### src/rtl/alu_serial.sv
// alu_serial: multi-cycle digit-serial ALU. It applies XOR / OR / AND / ADD,
// with optional per-operand inversion and a carry-in, to N-bit operands,
// K bits per clock, least significant digit first. Only one operation is
// in flight at a time, under a start/busy/done handshake.
//
// State table
//   state  | meaning
//   IDLE   | waiting for start
//   RUN    | processing one K-bit digit per cycle, N/K cycles in total
//   DONE   | one-cycle result pulse; start here chains straight into RUN
//
// Parameters
//   N      operand/result width (>= 2)
//   K      bits per cycle (N % K == 0)
//
// Ports
//   clk    system clock, rising edge
//   rst    asynchronous active-high reset
//   start  request, sampled in IDLE and DONE only
//   A, B   operands, captured on an accepted start
//   Cin    carry into bit 0, captured on an accepted start
//   Op     00 XOR, 01 OR, 10 AND, 11 ADD, captured on an accepted start
//   invA   invert A before the operation
//   invB   invert B before the operation
//   busy   high while in RUN
//   done   one-cycle pulse; Out and the flags are valid
//   Out    result, held until the next operation completes
//   Cout   carry out of bit N-1 for ADD, 0 for other ops
//   Zero   Out == 0
//   Ofl    signed overflow for ADD (only when ALU_SERIAL_OFL_EN is defined)
//
// Build option
//   ALU_SERIAL_OFL_EN  adds the Ofl port and its sign-tracking logic.

module alu_serial #(
  parameter int N = 16,
  parameter int K = 1
) (
  input  logic         clk,
  input  logic         rst,
  input  logic         start,
  input  logic [N-1:0] A,
  input  logic [N-1:0] B,
  input  logic         Cin,
  input  logic [1:0]   Op,
  input  logic         invA,
  input  logic         invB,
  output logic         busy,
  output logic         done,
  output logic [N-1:0] Out,
  output logic         Cout,
  output logic         Zero
`ifdef ALU_SERIAL_OFL_EN
  ,
  output logic         Ofl
`endif
);

  localparam int DIGITS = N / K;
  localparam int CW     = (DIGITS > 1) ? $clog2(DIGITS) : 1;
  localparam logic [CW-1:0] LAST = CW'(DIGITS - 1);

  localparam logic [1:0] OP_XOR = 2'b00;
  localparam logic [1:0] OP_OR  = 2'b01;
  localparam logic [1:0] OP_AND = 2'b10;
  localparam logic [1:0] OP_ADD = 2'b11;

  typedef enum logic [1:0] {
    S_IDLE = 2'd0,
    S_RUN  = 2'd1,
    S_DONE = 2'd2
  } state_t;

  state_t        state_q;
  logic [CW-1:0] cnt_q;
  logic [N-1:0]  a_q;
  logic [N-1:0]  b_q;
  logic [1:0]    op_q;
  logic          carry_q;
  logic [N-1:0]  res_q;
  logic          busy_q;
  logic          done_q;
  logic [N-1:0]  out_q;
  logic          cout_q;
  logic          zero_q;

  logic [K-1:0]  digit_d;
  logic          carry_d;
  logic [N-1:0]  res_d;
  logic          zero_d;
  logic          c_chain;
  logic          ai;
  logic          bi;

  // K bit-slices rippled within the cycle; the carry flop links digits.
  always_comb begin
    digit_d = '0;
    c_chain = carry_q;
    ai      = 1'b0;
    bi      = 1'b0;
    for (int i = 0; i < K; i++) begin
      ai = a_q[i];
      bi = b_q[i];
      case (op_q)
        OP_XOR:  digit_d[i] = ai ^ bi;
        OP_OR:   digit_d[i] = ai | bi;
        OP_AND:  digit_d[i] = ai & bi;
        default: begin
          digit_d[i] = ai ^ bi ^ c_chain;
          c_chain    = (ai & bi) | (c_chain & (ai ^ bi));
        end
      endcase
    end
    carry_d = (op_q == OP_ADD) ? c_chain : 1'b0;
  end

  // New digit enters at the top; after DIGITS shifts the result is aligned.
  assign res_d  = (res_q >> K) | (N'(digit_d) << (N - K));
  assign zero_d = ~|res_d;

`ifdef ALU_SERIAL_OFL_EN
  logic ofl_q;
  logic ofl_d;

  // On the final digit the operand sign bits sit in slice K-1.
  assign ofl_d = (op_q == OP_ADD) && (a_q[K-1] == b_q[K-1]) &&
                 (res_d[N-1] != a_q[K-1]);
  assign Ofl   = ofl_q;
`endif

  always_ff @(posedge clk or posedge rst) begin
    if (rst) begin
      state_q <= S_IDLE;
      cnt_q   <= '0;
      a_q     <= '0;
      b_q     <= '0;
      op_q    <= OP_XOR;
      carry_q <= 1'b0;
      res_q   <= '0;
      busy_q  <= 1'b0;
      done_q  <= 1'b0;
      out_q   <= '0;
      cout_q  <= 1'b0;
      zero_q  <= 1'b0;
`ifdef ALU_SERIAL_OFL_EN
      ofl_q   <= 1'b0;
`endif
    end else begin
      done_q <= 1'b0;
      case (state_q)
        S_IDLE, S_DONE: begin
          if (start) begin
            state_q <= S_RUN;
            busy_q  <= 1'b1;
            cnt_q   <= '0;
            a_q     <= A ^ {N{invA}};
            b_q     <= B ^ {N{invB}};
            op_q    <= Op;
            carry_q <= Cin;
            res_q   <= '0;
          end else begin
            state_q <= S_IDLE;
          end
        end
        S_RUN: begin
          a_q     <= a_q >> K;
          b_q     <= b_q >> K;
          carry_q <= carry_d;
          res_q   <= res_d;
          cnt_q   <= cnt_q + CW'(1);
          if (cnt_q == LAST) begin
            state_q <= S_DONE;
            busy_q  <= 1'b0;
            done_q  <= 1'b1;
            out_q   <= res_d;
            cout_q  <= carry_d;
            zero_q  <= zero_d;
`ifdef ALU_SERIAL_OFL_EN
            ofl_q   <= ofl_d;
`endif
          end
        end
        default: begin
          state_q <= S_IDLE;
          busy_q  <= 1'b0;
        end
      endcase
    end
  end

  assign busy = busy_q;
  assign done = done_q;
  assign Out  = out_q;
  assign Cout = cout_q;
  assign Zero = zero_q;

endmodule
### config.mk
export PLATFORM = sky130hd
export DESIGN_NAME = alu_serial
export DESIGN_NICKNAME = d
export VERILOG_FILES = /design/src/rtl/alu_serial.sv
export SDC_FILE = /design/constraint.sdc
export NUM_CORES = 1
export LEC_CHECK = 0
export CORE_UTILIZATION = 57
export CTS_CLUSTER_SIZE = 24
export DETAILED_ROUTE_END_ITERATION = 12
export PLACE_DENSITY_LB_ADDON = 0.05
export SLEW_MARGIN = 10
export SYNTH_ARGS = -nofsm -noshare
export SYNTH_HDL_FRONTEND = slang
export SYNTH_SLANG_ARGS = --single-unit
### constraint.sdc
create_clock -name clk -period 6.25 [get_ports clk]
set_clock_uncertainty 0.2 [all_clocks]
set_input_delay 1.25 -clock clk [delete_from_list [all_inputs] [get_ports clk]]
set_output_delay 1.25 -clock clk [all_outputs]
set_load 0.02 [all_outputs]
==> run summary <==
CTS resizes - 0
DR vias - 2265
CTS tree - built
Setup_tns - 0 ns
Crit path capture type - register
Synthesized Nets - 317
Crit start category - input port
Routed WL per cell - 15.7 um
Post-synth EDFFs - 0
Register area - 0.00190 mm^2
Synth warnings - 0
Largest net degree at the start of global routing - 77
DRC - 0
Clock Sinks - 76
Top cell type's share of synthesized area - 0.548
Number of global-route vias before repair - 2209
Width of the chip - 80.0 um
Synth cell types - 34
Vias per std cell - 5.63
Synth area leader - dfrtp_1
WP data arrival - 3.04 ns
First-pass GRT wire length - 10700 um
Multi-input gate area - 0.00138 mm^2
H-tree levels - 3
IO buf count - 59
PwrDens - 474 mW/mm^2
Worst skew pair latency - 0.35 ns
Maximum achievable frequency - 331 MHz
Hold crit path type - register to register
Final WL - 6310 um
Mapped Area - 0.00347 mm^2
Syn Inst Count - 273
Required time worst endpoint - 6.28 ns
Post-CTS Setup Bufs - 0
CTS root buf - clkbuf_8
Outcome - finished clean
Tmin final - 3.02 ns
Leakage - 0.00184 uW
Most frequent cell after synthesis - dfrtp_1
Die Y - 80.0 um
Max_cap viols - 0
Initial antenna violation count - 0
Synthesized flop and latch total - 76
Quantity of hold-fixing buffers added after cts - 0
Clk slew on worst S/H paths - 0.07 ns
Slew @ Worst Pin - 1.17 ns
Setup CP Type - input port to register
Fillers - 440
Max-Slew Margin vs Limit - 0.216
GPL Wtd Cong - 0.701
Initial DRC count - 117
Clock tree buffer depth - 2
CP max FO - 49
Share of cells above drive strength 1 - 0.119
Die area - 0.00640 mm^2
Final WS setup - 3.23 ns
Area contributors post-synth - dfrtp_1 (55%), a221o_1 (8.9%), xnor2_1 (7.6%)
Num rows - 28
Initial Util - 0.589
Core area - 0.00589 mm^2
Final period utilization - 0.483
Remaining global-route overflow - 0
Number of routed nets with antenna violations - 0
ANT cells - 0
Unrepaired setup endpoints after global routing - no
Pre-CTS worst setup slack - 2.87 ns
Tot GR Track Use - 0.226
Layout overhead on the synthesized area - 21.1%
Most frequent cells after synthesis - dfrtp_1 (76), a221o_1 (31), nor2_1 (31)
Post-synth ARST share - 1.00
Hold Fails Final Rpt - 0
Setup Viol. Count Final - 0
Seq/Total Area, Yosys - 0.548
IO Pins - 60
Layout net count - 367
HPWL Detailed - 4080 um
Num CTS Buffers - 9
Worst VDD drop - 0.000228 V
Final slew viol count - 0
Pre-Repair DR Iteration Count - 4
Top_reg_cell synth - dfrtp_1
Synth Area per Inst - 12.7 um^2
[critical path, stage by stage]
cell             delay [ns]
clkdlybuf4s50_1        0.49
nor2b_1                0.53
nor2_4                 0.35
a221o_1                0.41
[cells in the final DEF (no fill, tap or decap), types with 6 or more instances in the layout]
cell type / Yosys / layout
nand2_1: 7 / 7
clkbuf_8: 0 / 10
o21ai_0: 6 / 6
a22o_1: 19 / 19
nor2_1: 31 / 31
xnor2_1: 30 / 30
a221o_1: 31 / 31
dfrtp_1: 76 / 76
clkdlybuf4s50_1: 0 / 59
mux2_2: 7 / 7
mux2_4: 9 / 9
inv_1: 7 / 6
[cells by family (layout without fill, tap and decap cells)]
family / count (synthesis) / after routing / share of synthesized area
XOR/XNOR: 32 / 32 / 0.0808
adder cells (fa/ha/maj): 4 / 4 / 0.0166
flip-flops: 76 / 76 / 0.548
multiplexers: 19 / 19 / 0.0740
AND/OR/NAND/NOR: 55 / 55 / 0.0765
AO/OA/AOI/OAI: 58 / 58 / 0.150
buffers and inverters: 29 / 83 / 0.0534
[state kept, by name, summed over array words and instances, names as in the netlist, 2 cells and up]
register / cells
Out: 16
a_q: 16
b_q: 16
res_q: 15
cnt_q: 4
op_q: 2
state_q: 2
[through the flow]
step / instances / total power [uW] / area [um^2] / util / hold slack, ns
floorplan: 273 / 1440 / 3470 / - / 0.258
global placement: 387 / 1600 / 4010 / 0.681 / 0.278
detailed placement: 387 / 1640 / 4010 / 0.681 / 0.287
CTS: 402 / 2000 / 4200 / 0.713 / 0.302
global route: 402 / 2120 / 4200 / 0.714 / 0.326
finish: 402 / 1990 / 4200 / 0.714 / 0.300
[layout make-up]
cell class	instances	share of cell area
clock buffers	10	0.0328
clock inverters	5	0.0125
inverters	8	0.00775
multi-input cells	168	0.329
flip-flops and latches	76	0.453
well taps	75	0.0223
repair buffers	60	0.142
[worst paths after layout]
kind,endpoint,depth (start not counted),startpoint,slack (ns)
setup reg to reg,b_q[14],3,state_q[0],3.70
max in group asynchronous,b_q[8],3,rst,3.96
hold reg to reg,cnt_q[3],1,cnt_q[3],0.30
hold / removal,cnt_q[3],1,cnt_q[3],0.30
setup / recovery,b_q[14],4,start,3.23
min in group asynchronous,res_q[12],3,rst,1.30
[metal layers]
layer | vias to the layer above | GRT usage | wire [um]
met4 | 0 | 0.0857 | 112
met5 | - | 0 | 0
met1 | 1120 | 0.320 | 3030
met2 | 57 | 0.336 | 2920
li1 | 1079 | - | -
met3 | 9 | 0.0549 | 251
[power breakdown]
part           leakage (uW)  switching, uW  internal (uW)
combinational      0.000775            358            404
clock             0.0000979            170            191
sequential         0.000972            162            704
(Power assumes the default switching activity.)
